[config.mk]
export PLATFORM = sky130hd
export DESIGN_NAME = antirrebote_entradas
export DESIGN_NICKNAME = d
export VERILOG_FILES = /design/src/rtl/antirrebote_entradas.sv
export SDC_FILE = /design/constraint.sdc
export NUM_CORES = 1
export LEC_CHECK = 0
export CORE_AREA = 10 10 57 59
export DETAILED_ROUTE_END_ITERATION = 10
export DIE_AREA = 0 0 67 69
export GPL_TIMING_DRIVEN = 0
export PLACE_DENSITY = 0.5
export SLEW_MARGIN = 20
export SYNTH_ARGS = -nofsm -noshare
export SYNTH_HDL_FRONTEND = slang
export SYNTH_SLANG_ARGS = --single-unit
[constraint.sdc]
create_clock -name Reloj -period 2.1 [get_ports Reloj]
set_input_delay 0.21 -clock Reloj [delete_from_list [all_inputs] [get_ports Reloj]]
set_output_delay 0.21 -clock Reloj [all_outputs]
set_load 0.005 [all_outputs]
[src/rtl/antirrebote_entradas.sv]
// antirrebote_entradas: two-channel push-button conditioner.
// Each raw button line is synchronized through two flops and debounced by a
// small per-channel FSM. The debounced level only moves after the synchronized
// input has disagreed with it for CUENTA_ESTABLE consecutive cycles.
// Salida feeds the downstream AND stage directly. Cambio is a one-cycle pulse
// in the cycle Salida takes a new value.
module antirrebote_entradas #(
  parameter int unsigned CUENTA_ESTABLE = 16
) (
  input  logic       Reloj,
  input  logic       Reset_n,
  input  logic [1:0] Boton,
  output logic [1:0] Salida,
  output logic [1:0] Cambio
);

  localparam int unsigned NUM_CANALES = 2;
  localparam int unsigned CW          = $clog2(CUENTA_ESTABLE);

  // The terminal count is one less than the stability window. The ESTABLE->
  // VERIFICANDO transition loads 1, so the level moves on the
  // CUENTA_ESTABLE-th consecutive disagreeing sample.
  localparam logic [CW-1:0] CNT_FIN = CW'(CUENTA_ESTABLE - 1);
  localparam logic [CW-1:0] CNT_UNO = CW'(1);
  localparam logic [CW-1:0] CNT_CERO = '0;

  typedef enum logic {
    ESTABLE     = 1'b0,
    VERIFICANDO = 1'b1
  } estado_t;

  for (genvar i = 0; i < NUM_CANALES; i++) begin : gen_canal

    logic    s1_q, s1_d;
    logic    s2_q, s2_d;
    estado_t estado_q, estado_d;
    logic [CW-1:0] cnt_q, cnt_d;
    logic    salida_q, salida_d;
    logic    cambio_q, cambio_d;

    logic    difiere;
    logic    cuenta_llena;

    // Two-flop synchronizer. Only s2 is looked at by the debounce logic.
    always_comb begin
      s1_d = Boton[i];
      s2_d = s1_q;
    end

    // Qualification conditions shared by next-state and output logic.
    always_comb begin
      difiere      = (s2_q != salida_q);
      cuenta_llena = (cnt_q == CNT_FIN);
    end

    // State register plus all channel flops. The reset is asynchronous.
    always_ff @(posedge Reloj or negedge Reset_n) begin
      if (!Reset_n) begin
        s1_q     <= 1'b0;
        s2_q     <= 1'b0;
        estado_q <= ESTABLE;
        cnt_q    <= CNT_CERO;
        salida_q <= 1'b0;
        cambio_q <= 1'b0;
      end else begin
        s1_q     <= s1_d;
        s2_q     <= s2_d;
        estado_q <= estado_d;
        cnt_q    <= cnt_d;
        salida_q <= salida_d;
        cambio_q <= cambio_d;
      end
    end

    // Next-state logic. Any agreeing sample while verifying counts as a glitch.
    always_comb begin
      estado_d = estado_q;
      unique case (estado_q)
        ESTABLE: begin
          if (difiere) begin
            estado_d = VERIFICANDO;
          end
        end
        VERIFICANDO: begin
          if (!difiere || cuenta_llena) begin
            estado_d = ESTABLE;
          end
        end
        default: estado_d = ESTABLE;
      endcase
    end

    // Output and counter logic. The counter is cleared before it could wrap.
    always_comb begin
      cnt_d    = cnt_q;
      salida_d = salida_q;
      cambio_d = 1'b0;
      unique case (estado_q)
        ESTABLE: begin
          cnt_d = difiere ? CNT_UNO : CNT_CERO;
        end
        VERIFICANDO: begin
          if (!difiere) begin
            cnt_d = CNT_CERO;
          end else if (cuenta_llena) begin
            salida_d = s2_q;
            cambio_d = 1'b1;
            cnt_d    = CNT_CERO;
          end else begin
            cnt_d = cnt_q + CNT_UNO;
          end
        end
        default: begin
          cnt_d = CNT_CERO;
        end
      endcase
    end

    // Registered outputs go straight to the ports.
    assign Salida[i] = salida_q;
    assign Cambio[i] = cambio_q;

  end : gen_canal

endmodule
==> results of run 1 <==
-- synth_stat cells (all sizes together) --
cell    instances
a21o            1
a21oi           4
a311oi          1
a31oi           1
buf             4
dfrtp          18
ha              2
inv             3
mux2            2
nand2b          4
nand3           2
nand4           2
nand4b          1
nor2            6
nor2b           2
o21ai           1
xnor2           4
-- cell families after synthesis --
kind of cell	count (synthesis)
simple gates	17
compound gates	8
mux	2
buf+inv	7
xor+xnor	4
fa+ha+maj	2
flops	18
-- worst min-delay path by stage --
stage                       from                     to  slack, ns  cells past startpoint
2_1_floorplan            Reset_n  gen_canal[0].cambio_q      -0.09                      0
3_3_place_gp   gen_canal[0].s1_q      gen_canal[0].s2_q       0.33                      0
3_5_place_dp   gen_canal[0].s1_q      gen_canal[0].s2_q       0.34                      0
4_1_cts                 Boton[0]      gen_canal[0].s1_q       0.34                      1
5_1_grt                 Boton[1]      gen_canal[1].s1_q       0.32                      1
6_report                Boton[0]      gen_canal[0].s1_q       0.35                      1
-- worst max-delay path, cell delays in order (launching register included) --
cell and delay (ns):
dfrtp_1 0.40, buf_4 0.12, clkdlybuf4s50_1 0.49
-- sequential cells by signal, summed over array words and instances, names as in the netlist --
signal	count
gen_canal.salida_q	2
gen_canal.cambio_q	2
gen_canal.estado_q	2
gen_canal.s1_q	2
gen_canal.s2_q	2
gen_canal.cnt_q	8
-- per-stage QoR --
step	std cells	util, %	worst slack [ns]	power (mW)
final	97	40.9	0.591	0.605
after global routing	97	40.9	0.517	0.644
after CTS	97	40.9	0.564	0.618
after detailed placement	93	39.2	0.845	0.407
after global placement	93	39.2	0.812	0.406
after floorplan	58	-	0.944	0.390
-- routing by layer --
layer,wire [um],vias to the layer above
met4,20,0
met2,496,8
met1,465,206
met3,77,4
li1,-,212
met5,0,-
-- final cells by class --
type                    count  area (sq um)  share of cell area, %
flip-flops and latches     18           450                   51.3
multi-input cells          33           245                   27.9
repair buffers              7          70.1                   7.98
clock buffers               4          36.3                   4.13
well taps                  28          35.0                   3.99
plain buffers               4          30.0                   3.42
inverters                   3          11.3                   1.28
-- power groups by stage --
stage	clock network, mW	registers, mW	logic (mW)
2_1_floorplan	0	0.371	0.0186
3_3_place_gp	0	0.373	0.0338
3_5_place_dp	0	0.373	0.0335
5_1_grt	0.237	0.368	0.0388
6_report	0.206	0.366	0.0327
4_1_cts	0.218	0.366	0.0337
==> flow_summary.json, run 1 <==
{
  "status": "complete, no violations",
  "clk_latency_ns": 0.29,
  "n_antenna_cell": 0,
  "end_kind": "primary output",
  "cts_tree": "yes",
  "clk_pin_slew_ns": 0.09,
  "drtIter0Drc": 6,
  "yosysWarnings": 0,
  "gp_congestion": 0.678,
  "nFillCells": 206,
  "fmax_mhz": 663,
  "synth_top_family_by_area": "simple AND/OR/NAND/NOR gates",
  "ant_nets": 0,
  "synth_compound_area_share_pct": 7.30,
  "io_pins": 8,
  "startpoint": "gen_canal[1].salida_q",
  "placed_cell_area_sq_um": 842,
  "clock_sinks": 18,
  "yosysSeqAreaShare_pct": 61.1,
  "worstPathMaxFanout": 3,
  "cp-start-kind": "flop",
  "synth.area.mux_share_pct": 3.57,
  "cts-resized-gates": 0,
  "avgRoutedWirePerCell_um": 10.9,
  "synth.distinct_cells": 20,
  "worstPathArrival_ns": 1.30,
  "antenna_found_initial": 0,
  "cellLeakagePower_nw": 0.405,
  "rsz0062_at_grt": "false",
  "vias_per_cell": 4.43,
  "io_buffers": 7,
  "ctsHoldBuffers": 0,
  "grt_pass1_wl_um": 1930,
  "required_ns": 1.89,
  "synth_adder_area_share_pct": 3.40,
  "grt_pass1_vias": 456,
  "met1_usage_pct": 5.70,
  "postLayoutCellArea_sq_um": 878,
  "synth_xor_area_share_pct": 4.75,
  "synth_nets": 64,
  "yosys_register_bits": 18,
  "cts_root_buffer": "clkbuf_4",
  "gr-usage-all-layers_pct": 5.33,
  "drive_above_1_share_pct": 17.4,
  "cts_buffer_depth": 2,
  "die_h_um": 69,
  "synth_top_area_share_pct": 61.1,
  "area_growth_pct": 19.2,
  "fp.coreArea_sq_mm": 0.00215,
  "layout_commonest_cell": "dfrtp_1",
  "cts_buffers": 3,
  "power_frac_comb_pct": 5.4,
  "firstDrtPassIters": 2,
  "reg2reg_to": "gen_canal[0].salida_q",
  "wl_um": 1060,
  "nNetsFinal": 76,
  "grt_use_met3_pct": 2.25,
  "grt-ovfl-total": 0,
  "rrSetupSlack_ns": 0.85,
  "netlist_area_sq_um": 737,
  "synth-simple-area-share_pct": 14.3,
  "use_met2_pct": 7.95,
  "final_cell_mix": "dfrtp_1, clkdlybuf4s50_1, nor2_1",
  "hold_viol": 0,
  "path_class": "flop to primary output",
  "drc_errors": 0,
  "synth_area_leaders": "dfrtp_1, xnor2_1, buf_4, ha_1, nor2_1",
  "slew_headroom_pct": 46.9,
  "postCtsSetupBuffers": 0,
  "switching_share_pct": 20.9,
  "syn_area_per_cell_sq_um": 12.7,
  "initial_utilization_pct": 34.3,
  "cap_viol_max_count": 0,
  "busiest_layer": "met2",
  "synth_area_leader_cell": "dfrtp_1",
  "fin_crit_ns": 1.51,
  "switchingPower_mw": 0.126,
  "finClkSkew_ns": 0.00244,
  "tns_ns": 0,
  "ff2ff_path_depth": 3,
  "cts_max_level": 1,
  "die_w_um": 67,
  "grt_max_degree": 19,
  "r2r-start": "gen_canal[0].cnt_q[0]",
  "vias": 430,
  "syn_inst": 58,
  "worst_pin_slew_ns": 0.795,
  "report.final.slew_viol_count": 0,
  "crit_path_end": "Salida[1]",
  "setup_viol": 0,
  "whs_ns": 0.351,
  "hpwl_um": 777,
  "p_seq_share_pct": 60.6,
  "hp-class": "input pin to flop",
  "pwr-share-clk_pct": 34.0,
  "finalCritPeriodShare_pct": 71.8,
  "power_density_mw_per_mm2": 688,
  "irDropWorstVdd_mv": 0.407,
  "rows": 17,
  "die-area_sq_mm": 0.00462,
  "p_int_mw": 0.478
}
(Power assumes the default switching activity.)
==> run 2: changes to the inputs <==
--- a/config.mk
+++ b/config.mk
@@ -9,7 +9,7 @@
 export DETAILED_ROUTE_END_ITERATION = 10
 export DIE_AREA = 0 0 67 69
 export GPL_TIMING_DRIVEN = 0
-export PLACE_DENSITY = 0.5
+export PLACE_DENSITY = 0.52
 export SLEW_MARGIN = 20
 export SYNTH_ARGS = -nofsm -noshare
 export SYNTH_HDL_FRONTEND = slang
==> constraint.sdc (replaced) <==
create_clock -name Reloj -period 1.3 [get_ports Reloj]
set_input_delay 0.13 -clock Reloj [delete_from_list [all_inputs] [get_ports Reloj]]
set_output_delay 0.13 -clock Reloj [all_outputs]
set_load 0.005 [all_outputs]
==> run 2 against run 1 <==
Compared with the run above:
- global-route usage decreased by 0.35 points
- critical path depth up 1
- combinational power grew 72%
- sequential power up 61%
- cell count is 3.1% higher
- cell area up 2.3%
- clock skew is 0.0015 ns higher
- first-iteration DRC count is 67% higher
- non-clock buffer count up 3
- flip-flop and latch count did not move
- largest power group unchanged
- highest routed layer unchanged
==> flow_summary.json, run 2 (synthesized netlist as in run 1, its figures left out) <==
{
  "finalCritPeriodShare_pct": 93.5,
  "top_register": "gen_canal.cnt_q",
  "crit_path_end": "gen_canal[1].salida_q",
  "end_kind": "flop",
  "cts_max_level": 1,
  "cts_tree": "yes",
  "cellLeakagePower_nw": 0.438,
  "largest_reg_flops": 8,
  "grt_max_degree": 19,
  "antenna_found_initial": 0,
  "tns_ns": 0,
  "clock_sinks": 18,
  "ctsHoldBuffers": 0,
  "irDropWorstVdd_mv": 0.664,
  "io_pins": 8,
  "die-area_sq_mm": 0.00462,
  "worstPathMaxFanout": 4,
  "wl_met1_um": 480,
  "cts_buffers": 3,
  "hpwl_um": 742,
  "die_w_um": 67,
  "report.final.slew_viol_count": 0,
  "cts_buffer_depth": 2,
  "drtIter0Drc": 10,
  "finClkSkew_ns": 0.00394,
  "drc_errors": 0,
  "cts_root_buffer": "clkbuf_4",
  "fin_crit_ns": 1.22,
  "worstPathArrival_ns": 1.39,
  "power_density_mw_per_mm2": 1090,
  "initial_utilization_pct": 34.3,
  "clk_latency_ns": 0.28,
  "hp-class": "input pin to flop",
  "cp-start-kind": "flop",
  "gp_congestion": 0.738,
  "ff2ff_path_depth": 3,
  "nNetsFinal": 79,
  "hold_viol": 0,
  "rsz0062_at_grt": "false",
  "top_layer_used": "met4",
  "worst_pin_slew_ns": 0.749,
  "area_growth_pct": 21.9,
  "grt-ovfl-total": 0,
  "avgRoutedWirePerCell_um": 10.4,
  "io_buffers": 7,
  "fmax_mhz": 822,
  "status": "complete, no violations",
  "clk_pin_slew_ns": 0.10,
  "n_antenna_cell": 0,
  "wl_met3_um": 84,
  "die_h_um": 69,
  "grt_pass1_vias": 435,
  "layout_commonest_cell": "dfrtp_1",
  "final_cell_mix": "dfrtp_1, buf_4, nor2_1",
  "reg2reg_to": "gen_canal[1].salida_q",
  "path_class": "flop to flop",
  "rrSetupSlack_ns": 0.08,
  "ant_nets": 0,
  "gr-usage-all-layers_pct": 4.98,
  "firstDrtPassIters": 2,
  "slew_headroom_pct": 49.9,
  "drive_above_1_share_pct": 22.2,
  "setup_viol": 0,
  "required_ns": 1.48,
  "totalPowerFinal_mw": 0.977,
  "wl_um": 1040,
  "fp.coreArea_sq_mm": 0.00215,
  "r2r-start": "gen_canal[1].cnt_q[0]",
  "wl_met2_um": 463,
  "cap_viol_max_count": 0,
  "vias": 434,
  "vias_per_cell": 4.34,
  "grt_pass1_wl_um": 1890,
  "startpoint": "gen_canal[1].cnt_q[0]",
  "rows": 17
}
run 2: cell types whose count changed in the layout (fill, tap and decap cells not counted), sizes merged:
cell / delta
dlygate4sd2: +4
clkdlybuf4s50: -4
buf: +3
run 2: routing by layer:
layer  GRT usage, %  vias to the layer above
met4           2.71                        0
met1           5.98                      207
met2           7.11                        7
met5              0                        -
li1               -                      218
met3           2.25                        2
run 2: cell type report:
cell class | count | area [sq um]
Fill cell | 212 | 1250
Timing Repair Buffer | 10 | 87.6
Tap cell | 28 | 35.0
Multi-Input combinational cell | 33 | 248
Buffer | 4 | 30.0
Clock buffer | 4 | 36.3
Inverter | 3 | 11.3
Sequential cell | 18 | 450
run 2: how the worst min path moves through the flow:
stage | depth (start not counted) | start | slack, ns | to
global placement | 0 | gen_canal[0].s1_q | 0.34 | gen_canal[0].s2_q
finish | 1 | Boton[1] | 0.27 | gen_canal[1].s1_q
CTS | 1 | Boton[1] | 0.27 | gen_canal[1].s1_q
global route | 1 | Boton[1] | 0.27 | gen_canal[1].s1_q
detailed placement | 0 | gen_canal[1].s1_q | 0.34 | gen_canal[1].s2_q
floorplan | 0 | Reset_n | -0.17 | gen_canal[0].cambio_q
run 2: power breakdown:
| part | total (mW) | leakage (nW) | internal (mW) | switching (mW) |
|---|---|---|---|---|
| Clock | 0.330 | 0.0210 | 0.170 | 0.160 |
| Sequential | 0.591 | 0.233 | 0.577 | 0.0138 |
| Combinational | 0.0561 | 0.184 | 0.0279 | 0.0282 |
run 2: critical path, stage by stage (launching register included):
cell and delay (ns):
dfrtp_1 0.41, ha_1 0.26, nand4_2 0.13, mux2_4 0.30
run 2: per-stage QoR:
step           hold WS (ns)  utilization [%]  instance area, sq um  cells  setup slack (ns)
3_5_place_dp          0.336             39.2                   842     93            0.0729
4_1_cts               0.266             41.4                   888     99            0.0534
5_1_grt               0.265             41.8                   898    100           0.00190
6_report              0.273             41.8                   898    100            0.0841
2_1_floorplan        -0.166                -                   737     58             0.144
3_3_place_gp          0.338             39.2                   842     93            0.0756
run 2: timing repair:
| action | 4_1_cts | 5_1_grt |
|---|---|---|
| buffers inserted | 2 | 1 |
| hold endpoints to repair | 0 | 0 |
| resized for setup | 4 | 1 |
| endpoints found under the setup margin | 4 | 1 |
==> run 3: changes to the inputs <==
--- a/config.mk
+++ b/config.mk
@@ -5,11 +5,12 @@
 export SDC_FILE = /design/constraint.sdc
 export NUM_CORES = 1
 export LEC_CHECK = 0
-export CORE_AREA = 10 10 57 59
+export CAP_MARGIN = 10
+export CORE_AREA = 5 5 52 54
 export DETAILED_ROUTE_END_ITERATION = 10
-export DIE_AREA = 0 0 67 69
+export DIE_AREA = 0 0 57 59
 export GPL_TIMING_DRIVEN = 0
-export PLACE_DENSITY = 0.52
+export PLACE_DENSITY = 0.5
 export SLEW_MARGIN = 20
 export SYNTH_ARGS = -nofsm -noshare
 export SYNTH_HDL_FRONTEND = slang
==> constraint.sdc (replaced) <==
create_clock -name Reloj -period 1.55 [get_ports Reloj]
set_input_delay 0.155 -clock Reloj [delete_from_list [all_inputs] [get_ports Reloj]]
set_output_delay 0.155 -clock Reloj [all_outputs]
set_load 0.005 [all_outputs]
==> run 3 against run 2 <==
Compared with the run above:
- clock power decreased by 34%
- global-route usage is 2.1 points higher
- die area fell by 27%
- via count is 4.1% lower
- cell count fell by 4.0%
- flip-flop and latch count unchanged
- hold slack improved by 0.027 ns
- first-iteration DRC count is 90% lower
- largest cell class unchanged
==> flow_summary.json, run 3 (synthesized netlist as in run 1, its figures left out) <==
{
  "area_growth_pct": 17.3,
  "cp-start-kind": "flop",
  "wl_um": 980,
  "cts_max_level": 1,
  "report.final.slew_viol_count": 0,
  "finClkSkew_ns": 0.000296,
  "cap_viol_max_count": 0,
  "tns_ns": 0,
  "fmax_mhz": 698,
  "rsz0062_at_grt": "false",
  "ctsHoldBuffers": 0,
  "worstPathArrival_ns": 1.28,
  "final_cell_mix": "dfrtp_1, clkdlybuf4s50_1, nor2_1",
  "required_ns": 1.39,
  "vias": 416,
  "drtIter0Drc": 1,
  "path_class": "flop to primary output",
  "finalCritPeriodShare_pct": 92.4,
  "status": "complete, no violations",
  "slew_headroom_pct": 49.3,
  "timing.final.ws_setup_ns": 0.118,
  "die_h_um": 59,
  "top_register": "gen_canal.cnt_q",
  "cellLeakagePower_nw": 0.397,
  "grt_pass1_vias": 381,
  "dp.cells": 93,
  "fin_crit_ns": 1.43,
  "antenna_found_initial": 0,
  "end_kind": "primary output",
  "cts_tree": "yes",
  "avgRoutedWirePerCell_um": 10.2,
  "irDropWorstVdd_mv": 0.493,
  "busiest_layer": "met1",
  "cts_buffer_depth": 2,
  "largest_reg_flops": 8,
  "setup_viol": 0,
  "post-route-util_pct": 39.9,
  "cts-resized-gates": 0,
  "gp_congestion": 0.747,
  "fp.coreArea_sq_mm": 0.00217,
  "grt_use_met3_pct": 2.83,
  "worst_pin_slew_ns": 0.759,
  "clk_pin_slew_ns": 0.09,
  "nNetsFinal": 76,
  "drive_above_1_share_pct": 16.2,
  "finalNonFillerCells": 96,
  "use_met2_pct": 8.32,
  "nFillCells": 218,
  "hpwl_um": 701,
  "clk_latency_ns": 0.28,
  "rows": 17,
  "io_pins": 8,
  "vias_per_cell": 4.33,
  "die_w_um": 57,
  "met1_usage_pct": 9.74,
  "place_ws_ns": 0.328,
  "grt-ovfl-total": 0,
  "hp-class": "input pin to flop",
  "postCtsSetupBuffers": 0,
  "firstDrtPassIters": 2,
  "drc_errors": 0,
  "ant_nets": 0,
  "initial_utilization_pct": 34.0,
  "layout_commonest_cell": "dfrtp_1",
  "die-area_sq_mm": 0.00336,
  "worstPathMaxFanout": 3,
  "grt_max_degree": 19,
  "hold_viol": 0,
  "cts_buffers": 3,
  "gr-usage-all-layers_pct": 7.08,
  "power_density_mw_per_mm2": 878,
  "n_antenna_cell": 0,
  "cts_root_buffer": "clkbuf_4",
  "io_buffers": 7,
  "clock_sinks": 18,
  "grt_pass1_wl_um": 1730
}
[run 3: layout make-up]
cell class	count	area [sq um]	share of cell area (%)
flip-flops and latches	18	450	52.1
repair buffers	7	70.1	8.10
inverters	3	11.3	1.30
multi-input cells	33	245	28.4
well taps	28	35.0	4.05
clock buffers	3	22.5	2.60
plain buffers	4	30.0	3.47
[run 3: metal layers]
layer  wire length, um  vias up  share of wire (%)
met3                60        2                6.1
li1                  -      215                  -
met2               424        8                 43
met5                 0        -                  0
met1               482      191                 49
met4                12        0                1.2
[run 3: worst max-delay path, stage by stage (launching register included)]
cell	delay, ns
dfrtp_1	0.39
buf_4	0.12
clkdlybuf4s50_1	0.49
[run 3: worst paths after layout]
| path | startpoint | end | slack [ns] | depth (start not counted) |
|---|---|---|---|---|
| worst min-delay path | Boton[0] | gen_canal[0].s1_q | 0.30 | 1 |
| worst max-delay path | gen_canal[0].salida_q | Salida[0] | 0.12 | 2 |
| worst max register to register | gen_canal[0].cnt_q[0] | gen_canal[0].salida_q | 0.31 | 3 |
| min in group asynchronous | Reset_n | gen_canal[0].s1_q | 0.31 | 1 |
| worst min register to register | gen_canal[0].s1_q | gen_canal[0].s2_q | 0.36 | 0 |
| max in group asynchronous | Reset_n | gen_canal[1].cnt_q[0] | 0.77 | 1 |
[run 3: per-stage QoR]
stage	power [mW]	area, sq um	hold WS [ns]
detailed placement	0.551	842	0.344
floorplan	0.528	737	-0.141
global placement	0.551	842	0.338
CTS	0.776	865	0.287
global route	0.811	865	0.274
finish	0.759	865	0.299
[run 3: power breakdown]
group	switching (mW)	internal (mW)	total (mW)
Combinational	0.0230	0.0212	0.0442
Clock	0.129	0.0901	0.219
Sequential	0.0120	0.484	0.496
Total	0.164	0.595	0.759
